--- src/rtl/gb_apu_pkg.sv ---
// Shared types and constants for the APU pulse channel: volume type, standard
// duty table and sweep direction.
package gb_apu_pkg;

  localparam int unsigned VOL_W        = 4;
  localparam int unsigned DUTY_TABLE_W = 8;

  typedef logic [VOL_W-1:0] vol_t;

  localparam vol_t VOL_MAX = 4'hF;

  // Index by wave_duty; bit i is the output level at waveform step i.
  localparam logic [3:0][DUTY_TABLE_W-1:0] DUTY_TABLE = {
    8'b0011_1111,
    8'b1111_0000,
    8'b1100_0000,
    8'b1000_0000
  };

  typedef enum logic {
    INC = 1'b0,
    DEC = 1'b1
  } sweep_op_t;

endpackage

--- src/rtl/gb_apu_channel_pulse_gen_if.sv ---
// Control/status bundle between the register file (master) and the pulse
// channel (slave).
interface gb_apu_channel_pulse_gen_if
  import gb_apu_pkg::*;
#(
  parameter int unsigned PERIOD_W   = 11,
  parameter int unsigned LENGTH_W   = 6,
  parameter int unsigned DUTY_STEPS = 8
);

  logic                  tick_length;
  logic                  tick_env;
  logic                  tick_sweep;
  logic                  trigger;
  logic [PERIOD_W-1:0]   frequency;
  logic [2:0]            sweep_time;
  logic                  sweep_decreasing;
  logic [2:0]            num_sweep_shifts;
  logic [1:0]            wave_duty;
  logic                  duty_custom;
  logic [DUTY_STEPS-1:0] custom_pattern;
  logic [LENGTH_W-1:0]   length;
  logic                  single;
  vol_t                  initial_volume;
  logic                  envelope_increasing;
  logic [2:0]            num_envelope_sweeps;

  vol_t                  level;
  logic                  enable;
  logic                  dac_on;
  logic                  wave_step;

  modport master (
    output tick_length, tick_env, tick_sweep, trigger, frequency, sweep_time,
           sweep_decreasing, num_sweep_shifts, wave_duty, duty_custom,
           custom_pattern, length, single, initial_volume, envelope_increasing,
           num_envelope_sweeps,
    input  level, enable, dac_on, wave_step
  );

  modport slave (
    input  tick_length, tick_env, tick_sweep, trigger, frequency, sweep_time,
           sweep_decreasing, num_sweep_shifts, wave_duty, duty_custom,
           custom_pattern, length, single, initial_volume, envelope_increasing,
           num_envelope_sweeps,
    output level, enable, dac_on, wave_step
  );

endinterface

--- src/rtl/gb_apu_sweep_unit.sv ---
// Frequency sweep: shadow frequency register, sweep pace timer and the
// overflow check that silences the channel.
module gb_apu_sweep_unit
  import gb_apu_pkg::*;
#(
  parameter int unsigned PERIOD_W = 11
) (
  input  logic                clk,
  input  logic                reset,
  input  logic                trig_p_i,
  input  logic                tick_i,
  input  logic [PERIOD_W-1:0] frequency_i,
  input  logic [2:0]          sweep_time_i,
  input  logic                sweep_decreasing_i,
  input  logic [2:0]          shifts_i,
  output logic [PERIOD_W-1:0] shadow_o,
  output logic                overflow_c
);

  localparam int unsigned CALC_W  = PERIOD_W + 1;
  localparam int unsigned TIMER_W = 4;

  logic [PERIOD_W-1:0] shadow_q, shadow_d;
  logic [TIMER_W-1:0]  timer_q, timer_d;
  logic [TIMER_W-1:0]  timer_reload;
  logic [CALC_W-1:0]   new_freq, recheck, trig_check;
  sweep_op_t           op;

  // One extra bit so an increment past the period range shows up as the MSB.
  function automatic logic [CALC_W-1:0] sweep_calc(input logic [PERIOD_W-1:0] f,
                                                   input logic [2:0]          sh,
                                                   input sweep_op_t           o);
    logic [CALC_W-1:0] base;
    logic [CALC_W-1:0] delta;
    base  = CALC_W'(f);
    delta = CALC_W'(f >> sh);
    return (o == DEC) ? (base - delta) : (base + delta);
  endfunction

  always_comb begin
    op           = sweep_decreasing_i ? DEC : INC;
    shadow_d     = shadow_q;
    timer_d      = timer_q;
    overflow_c   = 1'b0;
    timer_reload = (sweep_time_i == 3'd0) ? TIMER_W'(8) : TIMER_W'(sweep_time_i);
    new_freq     = sweep_calc(shadow_q, shifts_i, op);
    recheck      = sweep_calc(new_freq[PERIOD_W-1:0], shifts_i, op);
    trig_check   = sweep_calc(frequency_i, shifts_i, op);

    if (trig_p_i) begin
      shadow_d   = frequency_i;
      timer_d    = timer_reload;
      overflow_c = (shifts_i != 3'd0) && trig_check[PERIOD_W];
    end else if (tick_i) begin
      if (timer_q <= TIMER_W'(1)) begin
        timer_d = timer_reload;
        if (sweep_time_i != 3'd0) begin
          if (new_freq[PERIOD_W]) begin
            overflow_c = 1'b1;
          end else if (shifts_i != 3'd0) begin
            shadow_d   = new_freq[PERIOD_W-1:0];
            overflow_c = recheck[PERIOD_W];
          end
        end
      end else begin
        timer_d = timer_q - TIMER_W'(1);
      end
    end
  end

  always_ff @(posedge clk or posedge reset) begin
    if (reset) begin
      shadow_q <= '0;
      timer_q  <= '0;
    end else begin
      shadow_q <= shadow_d;
      timer_q  <= timer_d;
    end
  end

  assign shadow_o = shadow_q;

endmodule

--- src/rtl/gb_apu_channel_pulse_gen.sv ---
// Pulse channel: prescaled period divider, duty pattern, envelope, length
// counter, optional sweep and DAC gating into a registered 4-bit level.
module gb_apu_channel_pulse_gen
  import gb_apu_pkg::*;
#(
  parameter int unsigned PERIOD_W   = 11,
  parameter int unsigned LENGTH_W   = 6,
  parameter int unsigned PRESCALE   = 4,
  parameter int unsigned DUTY_STEPS = 8,
  parameter int unsigned SWEEP_EN   = 1
) (
  input  logic                       clk,
  input  logic                       reset,
  gb_apu_channel_pulse_gen_if.slave  bus
);

  localparam int unsigned STEP_W = $clog2(DUTY_STEPS);
  localparam int unsigned PS_W   = (PRESCALE > 1) ? $clog2(PRESCALE) : 1;
  localparam int unsigned ENV_W  = 3;
  localparam logic [PS_W-1:0] PS_RELOAD = PS_W'(PRESCALE - 1);

  logic                  trig_q, trig_d;
  logic [STEP_W-1:0]     step_q, step_d;
  logic [PERIOD_W-1:0]   divider_q, divider_d;
  logic [PS_W-1:0]       prescaler_q, prescaler_d;
  vol_t                  volume_q, volume_d;
  logic [ENV_W-1:0]      env_timer_q, env_timer_d;
  logic [LENGTH_W-1:0]   len_cnt_q, len_cnt_d;
  logic                  enable_q, enable_d;
  vol_t                  level_q, level_d;
  logic                  wave_step_q, wave_step_d;

  logic                  trig_p;
  logic                  dac_on_c;
  logic [DUTY_STEPS-1:0] pattern;
  logic [PERIOD_W-1:0]   shadow;
  logic                  sweep_ovf;

  assign trig_p   = bus.trigger & ~trig_q;
  assign dac_on_c = |{bus.initial_volume, bus.envelope_increasing};
  assign pattern  = bus.duty_custom ? bus.custom_pattern
                                    : DUTY_STEPS'(DUTY_TABLE[bus.wave_duty]);

  if (SWEEP_EN != 0) begin : g_sweep
    gb_apu_sweep_unit #(
      .PERIOD_W (PERIOD_W)
    ) u_sweep (
      .clk                (clk),
      .reset              (reset),
      .trig_p_i           (trig_p),
      .tick_i             (bus.tick_sweep & enable_q),
      .frequency_i        (bus.frequency),
      .sweep_time_i       (bus.sweep_time),
      .sweep_decreasing_i (bus.sweep_decreasing),
      .shifts_i           (bus.num_sweep_shifts),
      .shadow_o           (shadow),
      .overflow_c         (sweep_ovf)
    );
  end else begin : g_no_sweep
    assign shadow    = bus.frequency;
    assign sweep_ovf = 1'b0;
  end

  // Next-state for divider, envelope, length and enable; trigger wins over ticks.
  always_comb begin
    trig_d      = bus.trigger;
    step_d      = step_q;
    divider_d   = divider_q;
    prescaler_d = prescaler_q;
    volume_d    = volume_q;
    env_timer_d = env_timer_q;
    len_cnt_d   = len_cnt_q;
    enable_d    = enable_q;
    wave_step_d = 1'b0;
    level_d     = (enable_q && pattern[step_q]) ? volume_q : vol_t'(0);

    if (trig_p) begin
      step_d      = '0;
      divider_d   = bus.frequency;
      prescaler_d = PS_RELOAD;
      volume_d    = bus.initial_volume;
      env_timer_d = bus.num_envelope_sweeps;
      len_cnt_d   = bus.length;
      enable_d    = dac_on_c & ~sweep_ovf;
    end else begin
      if (prescaler_q == '0) begin
        prescaler_d = PS_RELOAD;
        if (&divider_q) begin
          divider_d   = shadow;
          step_d      = step_q + STEP_W'(1);
          wave_step_d = 1'b1;
        end else begin
          divider_d = divider_q + PERIOD_W'(1);
        end
      end else begin
        prescaler_d = prescaler_q - PS_W'(1);
      end

      if (bus.tick_length && enable_q) begin
        len_cnt_d = len_cnt_q + LENGTH_W'(1);
        if ((&len_cnt_q) && bus.single) begin
          enable_d = 1'b0;
        end
      end

      if (bus.tick_env && enable_q && (bus.num_envelope_sweeps != 3'd0)) begin
        if (env_timer_q <= ENV_W'(1)) begin
          env_timer_d = bus.num_envelope_sweeps;
          if (bus.envelope_increasing) begin
            if (volume_q != VOL_MAX) volume_d = volume_q + vol_t'(1);
          end else begin
            if (volume_q != vol_t'(0)) volume_d = volume_q - vol_t'(1);
          end
        end else begin
          env_timer_d = env_timer_q - ENV_W'(1);
        end
      end

      if (sweep_ovf) enable_d = 1'b0;
    end

    if (!dac_on_c) enable_d = 1'b0;
  end

  always_ff @(posedge clk or posedge reset) begin
    if (reset) begin
      trig_q      <= 1'b0;
      step_q      <= '0;
      divider_q   <= '0;
      prescaler_q <= '0;
      volume_q    <= '0;
      env_timer_q <= '0;
      len_cnt_q   <= '0;
      enable_q    <= 1'b0;
      level_q     <= '0;
      wave_step_q <= 1'b0;
    end else begin
      trig_q      <= trig_d;
      step_q      <= step_d;
      divider_q   <= divider_d;
      prescaler_q <= prescaler_d;
      volume_q    <= volume_d;
      env_timer_q <= env_timer_d;
      len_cnt_q   <= len_cnt_d;
      enable_q    <= enable_d;
      level_q     <= level_d;
      wave_step_q <= wave_step_d;
    end
  end

  assign bus.level     = level_q;
  assign bus.enable    = enable_q;
  assign bus.wave_step = wave_step_q;
  assign bus.dac_on    = dac_on_c;

endmodule
--- src/flat_wrapper.sv ---
// flat-port wrapper written by rule: the top's interface ports become plain ports
module gb_apu_channel_pulse_gen_flat import gb_apu_pkg::*;
#(
  parameter int unsigned PERIOD_W   = 11,
  parameter int unsigned LENGTH_W   = 6,
  parameter int unsigned PRESCALE   = 4,
  parameter int unsigned DUTY_STEPS = 8,
  parameter int unsigned SWEEP_EN   = 1
)
  (clk, reset, bus_tick_length, bus_tick_env, bus_tick_sweep, bus_trigger, bus_frequency, bus_sweep_time, bus_sweep_decreasing, bus_num_sweep_shifts, bus_wave_duty, bus_duty_custom, bus_custom_pattern, bus_length, bus_single, bus_initial_volume, bus_envelope_increasing, bus_num_envelope_sweeps, bus_level, bus_enable, bus_dac_on, bus_wave_step);
  gb_apu_channel_pulse_gen_if #(.PERIOD_W(PERIOD_W), .LENGTH_W(LENGTH_W), .DUTY_STEPS(DUTY_STEPS)) bus_i ();
  input  logic clk;
  input  logic reset;
  input wire logic [$bits(bus_i.tick_length)-1:0] bus_tick_length;
  input wire logic [$bits(bus_i.tick_env)-1:0] bus_tick_env;
  input wire logic [$bits(bus_i.tick_sweep)-1:0] bus_tick_sweep;
  input wire logic [$bits(bus_i.trigger)-1:0] bus_trigger;
  input wire logic [$bits(bus_i.frequency)-1:0] bus_frequency;
  input wire logic [$bits(bus_i.sweep_time)-1:0] bus_sweep_time;
  input wire logic [$bits(bus_i.sweep_decreasing)-1:0] bus_sweep_decreasing;
  input wire logic [$bits(bus_i.num_sweep_shifts)-1:0] bus_num_sweep_shifts;
  input wire logic [$bits(bus_i.wave_duty)-1:0] bus_wave_duty;
  input wire logic [$bits(bus_i.duty_custom)-1:0] bus_duty_custom;
  input wire logic [$bits(bus_i.custom_pattern)-1:0] bus_custom_pattern;
  input wire logic [$bits(bus_i.length)-1:0] bus_length;
  input wire logic [$bits(bus_i.single)-1:0] bus_single;
  input wire logic [$bits(bus_i.initial_volume)-1:0] bus_initial_volume;
  input wire logic [$bits(bus_i.envelope_increasing)-1:0] bus_envelope_increasing;
  input wire logic [$bits(bus_i.num_envelope_sweeps)-1:0] bus_num_envelope_sweeps;
  output wire logic [$bits(bus_i.level)-1:0] bus_level;
  output wire logic [$bits(bus_i.enable)-1:0] bus_enable;
  output wire logic [$bits(bus_i.dac_on)-1:0] bus_dac_on;
  output wire logic [$bits(bus_i.wave_step)-1:0] bus_wave_step;
  assign bus_i.tick_length = bus_tick_length;
  assign bus_i.tick_env = bus_tick_env;
  assign bus_i.tick_sweep = bus_tick_sweep;
  assign bus_i.trigger = bus_trigger;
  assign bus_i.frequency = bus_frequency;
  assign bus_i.sweep_time = bus_sweep_time;
  assign bus_i.sweep_decreasing = bus_sweep_decreasing;
  assign bus_i.num_sweep_shifts = bus_num_sweep_shifts;
  assign bus_i.wave_duty = bus_wave_duty;
  assign bus_i.duty_custom = bus_duty_custom;
  assign bus_i.custom_pattern = bus_custom_pattern;
  assign bus_i.length = bus_length;
  assign bus_i.single = bus_single;
  assign bus_i.initial_volume = bus_initial_volume;
  assign bus_i.envelope_increasing = bus_envelope_increasing;
  assign bus_i.num_envelope_sweeps = bus_num_envelope_sweeps;
  assign bus_level = bus_i.level;
  assign bus_enable = bus_i.enable;
  assign bus_dac_on = bus_i.dac_on;
  assign bus_wave_step = bus_i.wave_step;
  gb_apu_channel_pulse_gen #(.PERIOD_W(PERIOD_W), .LENGTH_W(LENGTH_W), .PRESCALE(PRESCALE), .DUTY_STEPS(DUTY_STEPS), .SWEEP_EN(SWEEP_EN)) u_core (.clk(clk), .reset(reset), .bus(bus_i));
endmodule
--- config.mk ---
export PLATFORM = sky130hd
export DESIGN_NAME = gb_apu_channel_pulse_gen_flat
export DESIGN_NICKNAME = d
export VERILOG_FILES = /design/src/rtl/gb_apu_pkg.sv /design/src/rtl/gb_apu_channel_pulse_gen_if.sv /design/src/rtl/gb_apu_sweep_unit.sv /design/src/rtl/gb_apu_channel_pulse_gen.sv /design/src/flat_wrapper.sv
export SDC_FILE = /design/constraint.sdc
export NUM_CORES = 1
export LEC_CHECK = 0
export CORE_MARGIN = 2
export CORE_UTILIZATION = 55
export CTS_BUF_LIST = sky130_fd_sc_hd__clkbuf_8
export DETAILED_ROUTE_END_ITERATION = 8
export HOLD_SLACK_MARGIN = 0.15
export PLACE_DENSITY = 0.77
export SLEW_MARGIN = 20
export SYNTH_ARGS = -nofsm -noshare
export SYNTH_HDL_FRONTEND = slang
export SYNTH_HIERARCHICAL = 1
export SYNTH_SLANG_ARGS = --single-unit
--- constraint.sdc ---
create_clock -name clk -period 16.4 [get_ports clk]
set_clock_uncertainty 0.1 [all_clocks]
set_input_delay 4.92 -clock clk [delete_from_list [all_inputs] [get_ports clk]]
set_output_delay 4.92 -clock clk [all_outputs]
set_load 0.1 [all_outputs]
After elaboration in Yosys (flattened, before gate mapping)
Index checks and enable logic that the tools add are counted.
Widths: inputs -> output; s select.
{"block": "word_totals", "inputBits": 50, "latchBits": 0, "regBits": 51, "romBits": 0, "mem_count": 0, "mem_bits_rw": 0, "word_cells": 125, "out_inout_bits": 7}
{"block": "op_classes", "multipliers": 0, "eq_ne": 5, "order_cmp": 4, "n_shift": 3, "add_sub_neg": 14, "mux": 53, "n_reduce_logical": 29, "n_div": 0, "n_bitwise": 5}
{"cell": "$mux 11", "count": 9}
{"cell": "$mux 4", "count": 11}
{"cell": "$add 11x12->12", "count": 3}
{"cell": "$mux 12", "count": 3}
{"cell": "$shr 11x3->12", "count": 3}
{"cell": "$sub 11x12->12", "count": 3}
{"cell": "$mux 3", "count": 6}
{"cell": "$reduce_bool 2->1", "count": 9}
{"cell": "$bmux 8 s2", "count": 1}
{"cell": "$mux 1", "count": 16}
{"cell": "$mux 8", "count": 2}
{"cell": "$mux 6", "count": 2}
{"cell": "$ne 4x4->1 const B", "count": 3}
{"cell": "$reduce_bool 3->1", "count": 4}
{"cell": "$add 11x1->11 const B", "count": 1}
{"cell": "$reduce_and 11->1", "count": 1}
{"cell": "$sub 4x1->4 const B", "count": 2}
{"cell": "$add 6x1->6 const B", "count": 1}
{"cell": "$logic_and 1x1->1", "count": 6}
{"cell": "$reduce_and 6->1", "count": 1}
{"cell": "$reduce_and 5->1", "count": 1}
{"cell": "$reduce_or 5->1", "count": 1}
{"cell": "$add 4x1->4 const B", "count": 1}
{"cell": "$le 4x1->1 const B", "count": 1}
{"cell": "other kinds (17)", "count": 22}

Longest topological paths before layout
{"block": "depth", "ltp_word": 16, "depth_mapped": 36, "mapped_depth_nobuf": 33}

By module
Netlist, hierarchy kept.
{"module": "gb_apu_sweep_unit", "seq_area_each_um2": 375.4, "n_inst": 1, "cells_each": 539, "area_per_inst_um2": 3910.0}
{"module": "gb_apu_channel_pulse_gen", "seq_area_each_um2": 900.9, "n_inst": 1, "cells_each": 253, "area_per_inst_um2": 2301.0}

Least setup slack after synthesis
Ideal clock, no wire load.
{"block": "synth_timing", "kind": "input to register", "startpoint": "input port bus_num_sweep_shifts[1]", "endpoint": "register u_core.enable_q (netlist: u_core/bus.enable)", "arrival_time_ns": 11.119, "stages": 32, "setup_slack_ns": 5.077, "cell_sequence": "buf_2 buf_2 mux4_2 o21ai_0 ha_1 nand3_1 nor3_1 a31oi_1 xnor2_1 ha_1 buf_2 and3_1 or2_2 nor4_1 nor4_4 inv_2 a21oi_1 o31ai_2 o21ai_0 xor2_1 ha_1 a21o_1 a21o_1 a221oi_1 nand3_1 o21ai_0 a22o_1 o31ai_1 maj3_2 mux2i_1 o2bb2ai_1 a221oi_1"}
{"block": "synth_between", "elab_chain_len": 16, "word_cells_on_any_way": 28}
{"element": "start, declared", "line": "flat_wrapper.sv:21", "text": "input wire logic [$bits(bus_i.num_sweep_shifts)-1:0] bus_num_sweep_shifts;"}
{"element": "$shr 11x3->12", "line": "gb_apu_sweep_unit.sv:36", "text": "delta = CALC_W'(f >> sh);"}
{"element": "$add 11x12->12 / $sub 11x12->12 (equally long branches)", "line": "gb_apu_sweep_unit.sv:37", "text": "return (o == DEC) ? (base - delta) : (base + delta);"}
{"element": "$mux 12", "line": "gb_apu_sweep_unit.sv:37"}
{"element": "$shr 11x3->12", "line": "gb_apu_sweep_unit.sv:36"}
{"element": "$add 11x12->12 / $sub 11x12->12 (equally long branches)", "line": "gb_apu_sweep_unit.sv:37"}
{"element": "$mux 12", "line": "gb_apu_sweep_unit.sv:37"}
{"element": "$mux 1", "line": "gb_apu_sweep_unit.sv:60", "text": "end else if (shifts_i != 3'd0) begin"}
{"element": "$mux 1", "line": "gb_apu_sweep_unit.sv:58", "text": "if (new_freq[PERIOD_W]) begin"}
{"element": "$mux 1", "line": "gb_apu_sweep_unit.sv:57", "text": "if (sweep_time_i != 3'd0) begin"}
{"element": "$mux 1", "line": "gb_apu_sweep_unit.sv:55", "text": "if (timer_q <= TIMER_W'(1)) begin"}
{"element": "$mux 1", "line": "gb_apu_sweep_unit.sv:54", "text": "end else if (tick_i) begin"}
{"element": "$mux 1 (*)", "line": "gb_apu_sweep_unit.sv:50", "text": "if (trig_p_i) begin"}
{"element": "named net u_core.sweep_ovf", "line": "gb_apu_channel_pulse_gen.sv:37", "text": "logic sweep_ovf;"}
{"element": "$not 1->1", "line": "gb_apu_channel_pulse_gen.sv:84", "text": "enable_d = dac_on_c & ~sweep_ovf;"}
{"element": "$and 1x1->1", "line": "gb_apu_channel_pulse_gen.sv:84"}
{"element": "$mux 1", "line": "gb_apu_channel_pulse_gen.sv:77", "text": "if (trig_p) begin"}
{"element": "$mux 1", "line": "gb_apu_channel_pulse_gen.sv:122", "text": "if (!dac_on_c) enable_d = 1'b0;"}
{"element": "end signal, assigned", "line": "gb_apu_channel_pulse_gen.sv:145", "text": "enable_q <= enable_d;"}
{"element": "end, declared", "line": "gb_apu_channel_pulse_gen.sv:29", "text": "logic enable_q, enable_d;"}
The timed path passes the listed nets; every way through them passes the cells marked *.
A chain may end at the register's enable or synchronous reset.

Worst setup path after layout
{"block": "layout_timing", "startpoint": "input port bus_num_sweep_shifts[0]", "endpoint": "register u_core.enable_q (netlist: u_core/bus.enable)"}
The elaborated chain is that of the path after synthesis.

==> metrics.csv <==
metric,value,unit
outcome,completed,
yosys_register_bits,51,
cpMostUsedCell,ha_1,
finalMaxSlewViolations,0,
antenna_found_initial,0,
die_w,110,um
worst_pin_slew,1.08,ns
gp_congestion,0.922,
clk_pin_slew_worst_paths,0.11,ns
yosys_most_used_dff,dfrtp_1,
finalHoldViolCount,0,
synth_edf_count,0,
pin_count,57,
worst-setup-path-type,in2reg,
power_frac_seq,16.8,%
placed_area,0.00681,mm^2
synth_top_area_cell,dfrtp_1,
slowest_stage,ha_1,
setup_violations,0,
drive_gt1_share,8.16,%
start_util,56.8,%
grt_pass1_vias,5947,
antennaDiodeCount,0,
max_freq,77.7,MHz
clock_path_buffers,2,
startpoint_type,input port,
cts.sinks,51,
drt_iter0_drc,561,
p_leak,2.89,nW
cts_tree,yes,
synth.avg_cell_area,7.84,um^2
drtAntennaViolNets,0,
pwr-share-clk,5.9,%
power.switching,747,uW
dieArea,0.0122,mm^2
swShare,54.9,%
grt_pass1_wl,29.0,mm
maxCapViolCount,0,
hold_class,reg2reg,
p_per_area,197,mW/mm^2
ys_seq_area_share,20.5,%
coreArea,0.0109,mm^2
root_buffer,clkbuf_8,
clk_latency,0.31,ns
design_area,0.00691,mm^2
power,1.36,mW
ctsResizeCount,0,
final_common_cell,nand2_1,
yosysWarnings,6,
die_y,110,um
wl,17.7,mm
synth_top_area_share,20.5,%
htreeDepth,2,
crit_fanout,42,
postCtsHoldBufs,0,
hpwl,13.5,mm
ir_drop,0.000176,V
internal_power,614,uW
async_reset_ff_share,100,%
numCtsBuffers,5,
synth.distinct_cells,85,
comb_power_share,77.3,%
slowest_delay,0.50,ns
synth_fp_nets,888,
area_growth,11.2,%
firstDrtPassIters,5,
rsz0062_at_grt,no,
maxSlewHeadroom,28.1,%
syn_area,0.00621,mm^2
via_count,6268,
period_share,78.5,%
synthTopCellsByArea,"dfrtp_1 21%, ha_1 8.9%, nand2_1 5.0%",
drcViolationCount,0,
rows,38,
postSynthCellCount,792,
final_cell_mix,"82 x nand2_1, 74 x nor2_1, 56 x o21ai_0, 55 x clkdlybuf4s50_1",
viasPerCell,6.52,
endpoint_kind,flip-flop,
wl_per_cell,18.4,um
port_buffers,56,
period_minus_slack,12.87,ns
worstPathArrival,12.98,ns
tns,0,ns
fin_ws,3.53,ns
n_fill_cell,984,
grt_max_degree,56,
cts_setup_buffers,0,
crit_required,16.51,ns
grt.overflow.total,0,
post-place-ws,3.40,ns
nNetsFinal,916,
grtUsageTotal,30.1,%
## registers in the layout (all words and copies together), names as in the netlist, 2 cells and up
name and cells:
u_core/divider_q 11, u_core/g_sweep.u_sweep/shadow_o 11, u_core/len_cnt_q 6, u_core/bus.level 4
u_core/g_sweep.u_sweep/timer_q 4, u_core/volume_q 4, u_core/env_timer_q 3, u_core/step_q 3
u_core/prescaler_q 2
## metrics by stage
step | util, % | hold slack [ns] | cells
final | 63.2 | 0.343 | 961
after global routing | 63.2 | 0.390 | 961
after CTS | 63.2 | 0.346 | 961
after detailed placement | 62.3 | 0.329 | 953
after global placement | 62.3 | 0.321 | 953
after floorplan | - | 0.306 | 792
## synth_stat cells (4+ instances only)
library cell / count
a2111oi_0: 4
a211o_1: 8
a211oi_1: 13
a21o_1: 8
a21oi_1: 51
a31oi_1: 19
and2_1: 10
and3_1: 10
and4_1: 5
buf_1: 7
buf_2: 7
clkbuf_1: 25
dfrtp_1: 51
ha_1: 44
inv_1: 31
mux2_2: 17
mux2i_1: 27
mux4_2: 7
nand2_1: 82
nand2b_1: 7
nand3_1: 24
nand3b_1: 5
nand4_1: 7
nor2_1: 74
nor2b_1: 7
nor3_1: 25
nor4_1: 7
o211ai_1: 8
o21a_1: 6
o21ai_0: 56
o2bb2ai_1: 5
o31ai_1: 6
or2_2: 6
or3_1: 5
xnor2_1: 17
xor2_1: 25
## worst max-delay path, delay by kind of cell
kind                     cells  cell delay (ns)
XOR/XNOR                     2             0.31
AO/OA/AOI/OAI               11             2.20
buffers and inverters        4             1.42
multiplexers                 3             0.78
adder cells (fa/ha/maj)      5             1.67
AND/OR/NAND/NOR             10             1.64
## kinds of logic (layout without fill, tap and decap cells)
group	count (synthesis)	in the layout	share of synthesized area, %
AO/OA/AOI/OAI	233	233	25.3
XOR/XNOR	42	42	5.92
adder cells (fa/ha/maj)	47	47	9.69
buffers and inverters	77	106	5.04
flip-flops	51	51	20.5
multiplexers	51	51	9.97
AND/OR/NAND/NOR	291	291	23.6
## path summary, 6_finish.rpt
check,depth (start not counted),slack [ns],to,from
worst max-delay path,35,3.53,u_core/bus.enable,bus_num_sweep_shifts[0]
worst min-delay path,1,0.34,u_core/prescaler_q[0],u_core/prescaler_q[0]
worst max register to register,33,8.71,u_core/bus.enable,u_core/g_sweep.u_sweep/shadow_o[8]
worst min register to register,1,0.34,u_core/prescaler_q[0],u_core/prescaler_q[0]
max in group asynchronous,2,10.92,u_core/g_sweep.u_sweep/shadow_o[6],reset
min in group asynchronous,2,4.88,u_core/g_sweep.u_sweep/timer_q[0],reset
## cell type report
cell class                      count  area (um^2)  share of cell area [%]
Inverter                           35          131                    1.90
Timing Repair Buffer               63          608                    8.80
Multi-Input combinational cell    664         4620                    66.9
Tap cell                          140          175                    2.54
Sequential cell                    51         1280                    18.5
Clock buffer                        5         68.8                   0.996
Clock inverter                      3         27.5                   0.398
## per-layer routing
metal	vias up	wire (um)	track usage [%]	part of all wire (%)
met3	55	1310	3.00	7.4
met4	0	661	12.0	3.7
met2	283	8400	52.3	47
met1	2946	7340	38.4	41
li1	2984	-	-	-
met5	-	0	0	0
## power by group through the flow
stage / sequential [mW] / clock (mW) / combinational, mW
final: 0.229 / 0.0798 / 1.05
after CTS: 0.227 / 0.0819 / 1.03
after global placement: 0.227 / 0 / 0.999
after detailed placement: 0.230 / 0 / 1.03
after floorplan: 0.220 / 0 / 0.785
after global routing: 0.237 / 0.0868 / 1.16
Note: power is estimated with default switching activity, not from simulation.
